### config.mk
export PLATFORM = sky130hd
export DESIGN_NAME = button_debouncer
export DESIGN_NICKNAME = d
export VERILOG_FILES = /design/src/rtl/button_debouncer.sv
export SDC_FILE = /design/constraint.sdc
export NUM_CORES = 1
export LEC_CHECK = 0
export BUFFER_PORTS_ARGS = -buffer_cell sky130_fd_sc_hd__buf_2
export CORE_ASPECT_RATIO = 1.25
export CORE_MARGIN = 3
export CORE_UTILIZATION = 64
export DETAILED_ROUTE_END_ITERATION = 8
export GPL_ROUTABILITY_DRIVEN = 0
export PLACE_DENSITY = 0.85
export SKIP_CTS_REPAIR_TIMING = 1
export SLEW_MARGIN = 20
export SYNTH_ARGS = -nofsm -noshare
export SYNTH_HDL_FRONTEND = slang
export SYNTH_SLANG_ARGS = --single-unit
### constraint.sdc
create_clock -name osc_clk -period 3 [get_ports osc_clk]
set_clock_uncertainty 0.05 [all_clocks]
set_input_delay 0.45 -clock osc_clk [delete_from_list [all_inputs] [get_ports osc_clk]]
set_output_delay 0.45 -clock osc_clk [all_outputs]
set_load 0.02 [all_outputs]
### src/rtl/button_debouncer.sv
// Pushbutton conditioner: two-flop synchroniser plus a per-channel debounce FSM
// that produces a clean level and single-cycle press, release and long-press pulses.
module button_debouncer #(
    parameter int N_BTN       = 4,
    parameter bit ACTIVE_LOW  = 1'b1,
    parameter int DEB_CYCLES  = 4500000,
    parameter int LONG_CYCLES = 450000000
) (
    input  logic             osc_clk,
    input  logic             RST_N,
    input  logic [N_BTN-1:0] BTN,
    output logic [N_BTN-1:0] BTN_LEVEL,
    output logic [N_BTN-1:0] BTN_PRESS,
    output logic [N_BTN-1:0] BTN_RELEASE,
    output logic [N_BTN-1:0] BTN_LONG
);

    localparam int DW = (DEB_CYCLES > 1) ? $clog2(DEB_CYCLES) : 1;
    localparam int HW = (LONG_CYCLES > 1) ? $clog2(LONG_CYCLES) : 1;
    localparam logic [DW-1:0] DEB_LAST  = DW'(DEB_CYCLES - 1);
    localparam logic [HW-1:0] LONG_LAST = HW'(LONG_CYCLES - 1);

    typedef enum logic [1:0] {IDLE, ARM_P, HELD, ARM_R} state_t;

    logic [N_BTN-1:0] sync1_q, sync2_q, raw_act;
    state_t           state_q    [N_BTN];
    state_t           state_d    [N_BTN];
    logic [DW-1:0]    deb_cnt_q  [N_BTN];
    logic [DW-1:0]    deb_cnt_d  [N_BTN];
    logic [HW-1:0]    hold_cnt_q [N_BTN];
    logic [HW-1:0]    hold_cnt_d [N_BTN];
    logic [N_BTN-1:0] long_done_q, long_done_d;
    logic [N_BTN-1:0] level_q, level_d;
    logic [N_BTN-1:0] press_q, press_d;
    logic [N_BTN-1:0] release_q, release_d;
    logic [N_BTN-1:0] long_q, long_d;

    assign raw_act = sync2_q ^ {N_BTN{ACTIVE_LOW}};

    always_comb begin
        state_d     = state_q;
        deb_cnt_d   = deb_cnt_q;
        hold_cnt_d  = hold_cnt_q;
        long_done_d = long_done_q;
        level_d     = level_q;
        press_d     = '0;
        release_d   = '0;
        long_d      = '0;
        for (int i = 0; i < N_BTN; i++) begin
            case (state_q[i])
                IDLE: begin
                    if (raw_act[i]) begin
                        state_d[i]   = ARM_P;
                        deb_cnt_d[i] = '0;
                    end
                end
                ARM_P: begin
                    if (!raw_act[i]) begin
                        state_d[i] = IDLE;
                    end else if (deb_cnt_q[i] == DEB_LAST) begin
                        state_d[i]    = HELD;
                        level_d[i]    = 1'b1;
                        press_d[i]    = 1'b1;
                        hold_cnt_d[i] = '0;
                    end else begin
                        deb_cnt_d[i] = deb_cnt_q[i] + DW'(1);
                    end
                end
                HELD: begin
                    if (hold_cnt_q[i] != LONG_LAST) begin
                        hold_cnt_d[i] = hold_cnt_q[i] + HW'(1);
                    end
                    // Long check and release arming may both fire in the same cycle
                    if (hold_cnt_q[i] == LONG_LAST && !long_done_q[i]) begin
                        long_d[i]      = 1'b1;
                        long_done_d[i] = 1'b1;
                    end
                    if (!raw_act[i]) begin
                        state_d[i]   = ARM_R;
                        deb_cnt_d[i] = '0;
                    end
                end
                ARM_R: begin
                    if (raw_act[i]) begin
                        state_d[i] = HELD;
                    end else if (deb_cnt_q[i] == DEB_LAST) begin
                        state_d[i]     = IDLE;
                        level_d[i]     = 1'b0;
                        release_d[i]   = 1'b1;
                        long_done_d[i] = 1'b0;
                        hold_cnt_d[i]  = '0;
                    end else begin
                        deb_cnt_d[i] = deb_cnt_q[i] + DW'(1);
                    end
                end
                default: state_d[i] = IDLE;
            endcase
        end
    end

    // Synchroniser resets to the idle pin level so reset release never looks like a press
    always_ff @(posedge osc_clk or negedge RST_N) begin
        if (!RST_N) begin
            sync1_q     <= {N_BTN{ACTIVE_LOW}};
            sync2_q     <= {N_BTN{ACTIVE_LOW}};
            long_done_q <= '0;
            level_q     <= '0;
            press_q     <= '0;
            release_q   <= '0;
            long_q      <= '0;
            for (int i = 0; i < N_BTN; i++) begin
                state_q[i]    <= IDLE;
                deb_cnt_q[i]  <= '0;
                hold_cnt_q[i] <= '0;
            end
        end else begin
            sync1_q     <= BTN;
            sync2_q     <= sync1_q;
            long_done_q <= long_done_d;
            level_q     <= level_d;
            press_q     <= press_d;
            release_q   <= release_d;
            long_q      <= long_d;
            for (int i = 0; i < N_BTN; i++) begin
                state_q[i]    <= state_d[i];
                deb_cnt_q[i]  <= deb_cnt_d[i];
                hold_cnt_q[i] <= hold_cnt_d[i];
            end
        end
    end

    assign BTN_LEVEL   = level_q;
    assign BTN_PRESS   = press_q;
    assign BTN_RELEASE = release_q;
    assign BTN_LONG    = long_q;

endmodule

==> out/qor.txt <==
status = completed
fin crit period = 2.69 ns
Hold Crit Class = flip-flop to flip-flop
chip width = 135 µm
Worst Hold Depth = 0
Seq pwr share = 0.492
post-synthesis async set-or-reset flop share = 1.00
Leak = 6.28 nW
Yosys top cell area share = 0.447
CTS Sinks = 244
Seq/Total Area, Yosys = 0.463
Final period util = 0.896
root cell of the clock tree = clkbuf_16
Antenna diodes = 0
Area after DPL = 0.0137 mm²
pwr dens = 471 mW/mm²
stages on the worst setup path = 6
hpwl dp = 19700 µm
maximum fanout along the worst path = 10
Initial Util = 0.655
DRT Pass-1 Iters = 5
worst reg-to-reg path cell count = 6
Buffers on Ports = 21
max_cap viols = 0
CP Cell Sequence = or4b_2 -> nor3_2 -> a31oi_1 -> buf_4 -> nor2_1 -> a31oi_1
Synth-to-Final Area Change = 11.0%
Design Area, Final = 0.0147 mm²
P_sw = 1.51 mW
Synth cell types = 71
top_reg_cell synth = dfrtp_1
Pint = 5.39 mW
gr usage total = 0.265
Worst Path Arrival = 3.01 ns
Critical-path top delay cell = or4b_2
die height = 167 µm
clock power share = 0.476
Final ANT Viol Nets = 0
CP Launch Type = flip-flop
TNS Setup = 0 ns
DR WL/cell = 17.1 µm
Final nets = 1462
Yosys top cell by area = dfrtp_1
switching share of power = 0.218
Netlist Area Pre-Place = 0.0132 mm²
EDFF count, synth = 0
Overflow after GRT = 0
Final Max Tran Viols = 0
Post-Syn Area per Cell = 9.34 µm²
IO Count = 22
core box area = 0.0202 mm²
first-pass GRT wire length = 51400 µm
# setup viols final = 0
RSZ-0062 raised after global routing = false
crit end category = flip-flop
Mapped Cells = 1415
Die ar. = 0.0224 mm²
CP bufs+invs = 1
combinational fraction of design power = 0.032
Routed WL = 29600 µm
htree depth = 1
syn nets = 1429
vias in the first global route = 11.0k
kind of critical path = flip-flop to flip-flop
top-count cell post-synth = dfrtp_1
Worst slew margin = 0.391
initial antenna violation count = 0
vias after detailed routing = 11.4k
initial DRC count = 856
share of layout cells above drive strength 1 = 0.0988
slowest stage delay, CP = 0.66 ns
clk slew on worst S/H paths = 0.07 ns
largest net degree at the start of global routing = 84
Worst path top cell family by delay = simple AND/OR/NAND/NOR gates
vias per cell = 6.54
synth top area cells = dfrtp_1 (45%), nand2_1 (3.9%), nand3_1 (3.6%)
Req. time, crit path = 3.32 ns
Critical Path Most Common Cell = a31oi_1
CTS max path bufs = 3
Cell Rows = 58
Final Hold Fails = 0
maximum vdd drop = 503 µV
synth warn = 0
FF+latch count, synth = 244
DRC viols = 0
CTS tree = built
Max Freq = 372 MHz
Clk Latency, worst-skew pair = 0.53 ns
TritonCTS buffer count = 25
Worst Tran Pin Value = 0.910 ns
commonest cells in the netlist = dfrtp_1 (236), nand2_1 (138), nor2_1 (107)
[state kept, by name, indices dropped and copies added (netlist names), named ones only]
| register | count |
|---|---|
| sync1_q | 4 |
| sync2_q | 4 |
| BTN_LONG | 4 |
| state_q | 4 |
| long_done_q | 4 |
| BTN_PRESS | 4 |
| BTN_LEVEL | 4 |
| BTN_RELEASE | 4 |
| hold_cnt_q | 116 |
| deb_cnt_q | 92 |
[cell type report]
| cell class | count | area, µm² |
|---|---|---|
| fillers | 1472 | 5510 |
| well taps | 270 | 338 |
| multi-input cells | 1073 | 6720 |
| clock buffers | 34 | 699 |
| flip-flops and latches | 244 | 6120 |
| repair buffers | 62 | 460 |
| inverters | 42 | 158 |
| clock inverters | 12 | 166 |
[worst paths after layout]
kind	from	endpoint	slack (ns)
setup / recovery	deb_cnt_q[81]$_DFFE_PN0P_	hold_cnt_q[102]$_DFFE_PN0P_	0.31
hold / removal	sync1_q[0]$_DFF_PN1_	sync2_q[0]$_DFF_PN1_	0.31
setup reg to reg	deb_cnt_q[81]$_DFFE_PN0P_	hold_cnt_q[102]$_DFFE_PN0P_	0.31
hold reg to reg	sync1_q[0]$_DFF_PN1_	sync2_q[0]$_DFF_PN1_	0.31
max in group asynchronous	RST_N	sync2_q[2]$_DFF_PN1_	1.62
min in group asynchronous	RST_N	deb_cnt_q[15]$_DFFE_PN0P_	0.43
[power groups by stage]
stage	combinational, mW	sequential, mW	clock, mW
final	0.221	3.40	3.28
after global routing	0.256	3.40	3.47
after floorplan	0.115	3.44	0
after CTS	0.222	3.40	3.33
after detailed placement	0.220	3.46	0
after global placement	0.216	3.45	0
[worst reg2reg max path, delay by kind of cell, from the launching register on]
family	cells	cell delay, ns
flops	1	0.43
compound gates	2	0.36
simple gates	3	1.50
buf+inv	1	0.19
[stage by stage]
| stage | instances | hold WS, ns | power, mW | setup slack [ns] | utilization |
|---|---|---|---|---|---|
| 6_report | 1737 | 0.307 | 6.90 | 0.313 | 0.727 |
| 5_1_grt | 1737 | 0.309 | 7.13 | 0.205 | 0.727 |
| 4_1_cts | 1732 | -0.125 | 6.94 | 0.346 | 0.724 |
| 3_5_place_dp | 1686 | 0.299 | 3.68 | 0.352 | 0.681 |
| 3_3_place_gp | 1686 | 0.296 | 3.67 | 0.434 | 0.681 |
| 2_1_floorplan | 1415 | 0.104 | 3.56 | 0.420 | - |
[layout by cell type (no fill, tap or decap), types with 25 or more instances in the layout]
cell type,count
a22o_1,27
and4_1,34
inv_1,42
buf_4,34
nand4_1,63
a21oi_1,38
xnor2_1,36
nor3_1,59
nand2_1,138
clkbuf_16,25
nand3_1,94
xor2_1,26
and3_1,33
nor2_1,106
dfrtp_1,236
o21ai_0,65
mux2i_1,37
[layer usage]
metal	GRT usage	part of all wire
met5	0	0
met4	0.0784	0.020
met3	0.0308	0.055
met2	0.462	0.51
met1	0.350	0.42
[cells by family (layout without fill, tap and decap cells)]
| kind of cell | Yosys count | count (layout) | share of synthesized area |
|---|---|---|---|
| simple gates | 692 | 692 | 0.287 |
| compound gates | 268 | 268 | 0.139 |
| flops | 244 | 244 | 0.463 |
| buf+inv | 98 | 150 | 0.0293 |
| xor+xnor | 62 | 62 | 0.0411 |
| mux | 43 | 43 | 0.0331 |
| fa+ha+maj | 8 | 8 | 0.00758 |
Power figures use the tool's default switching activity.
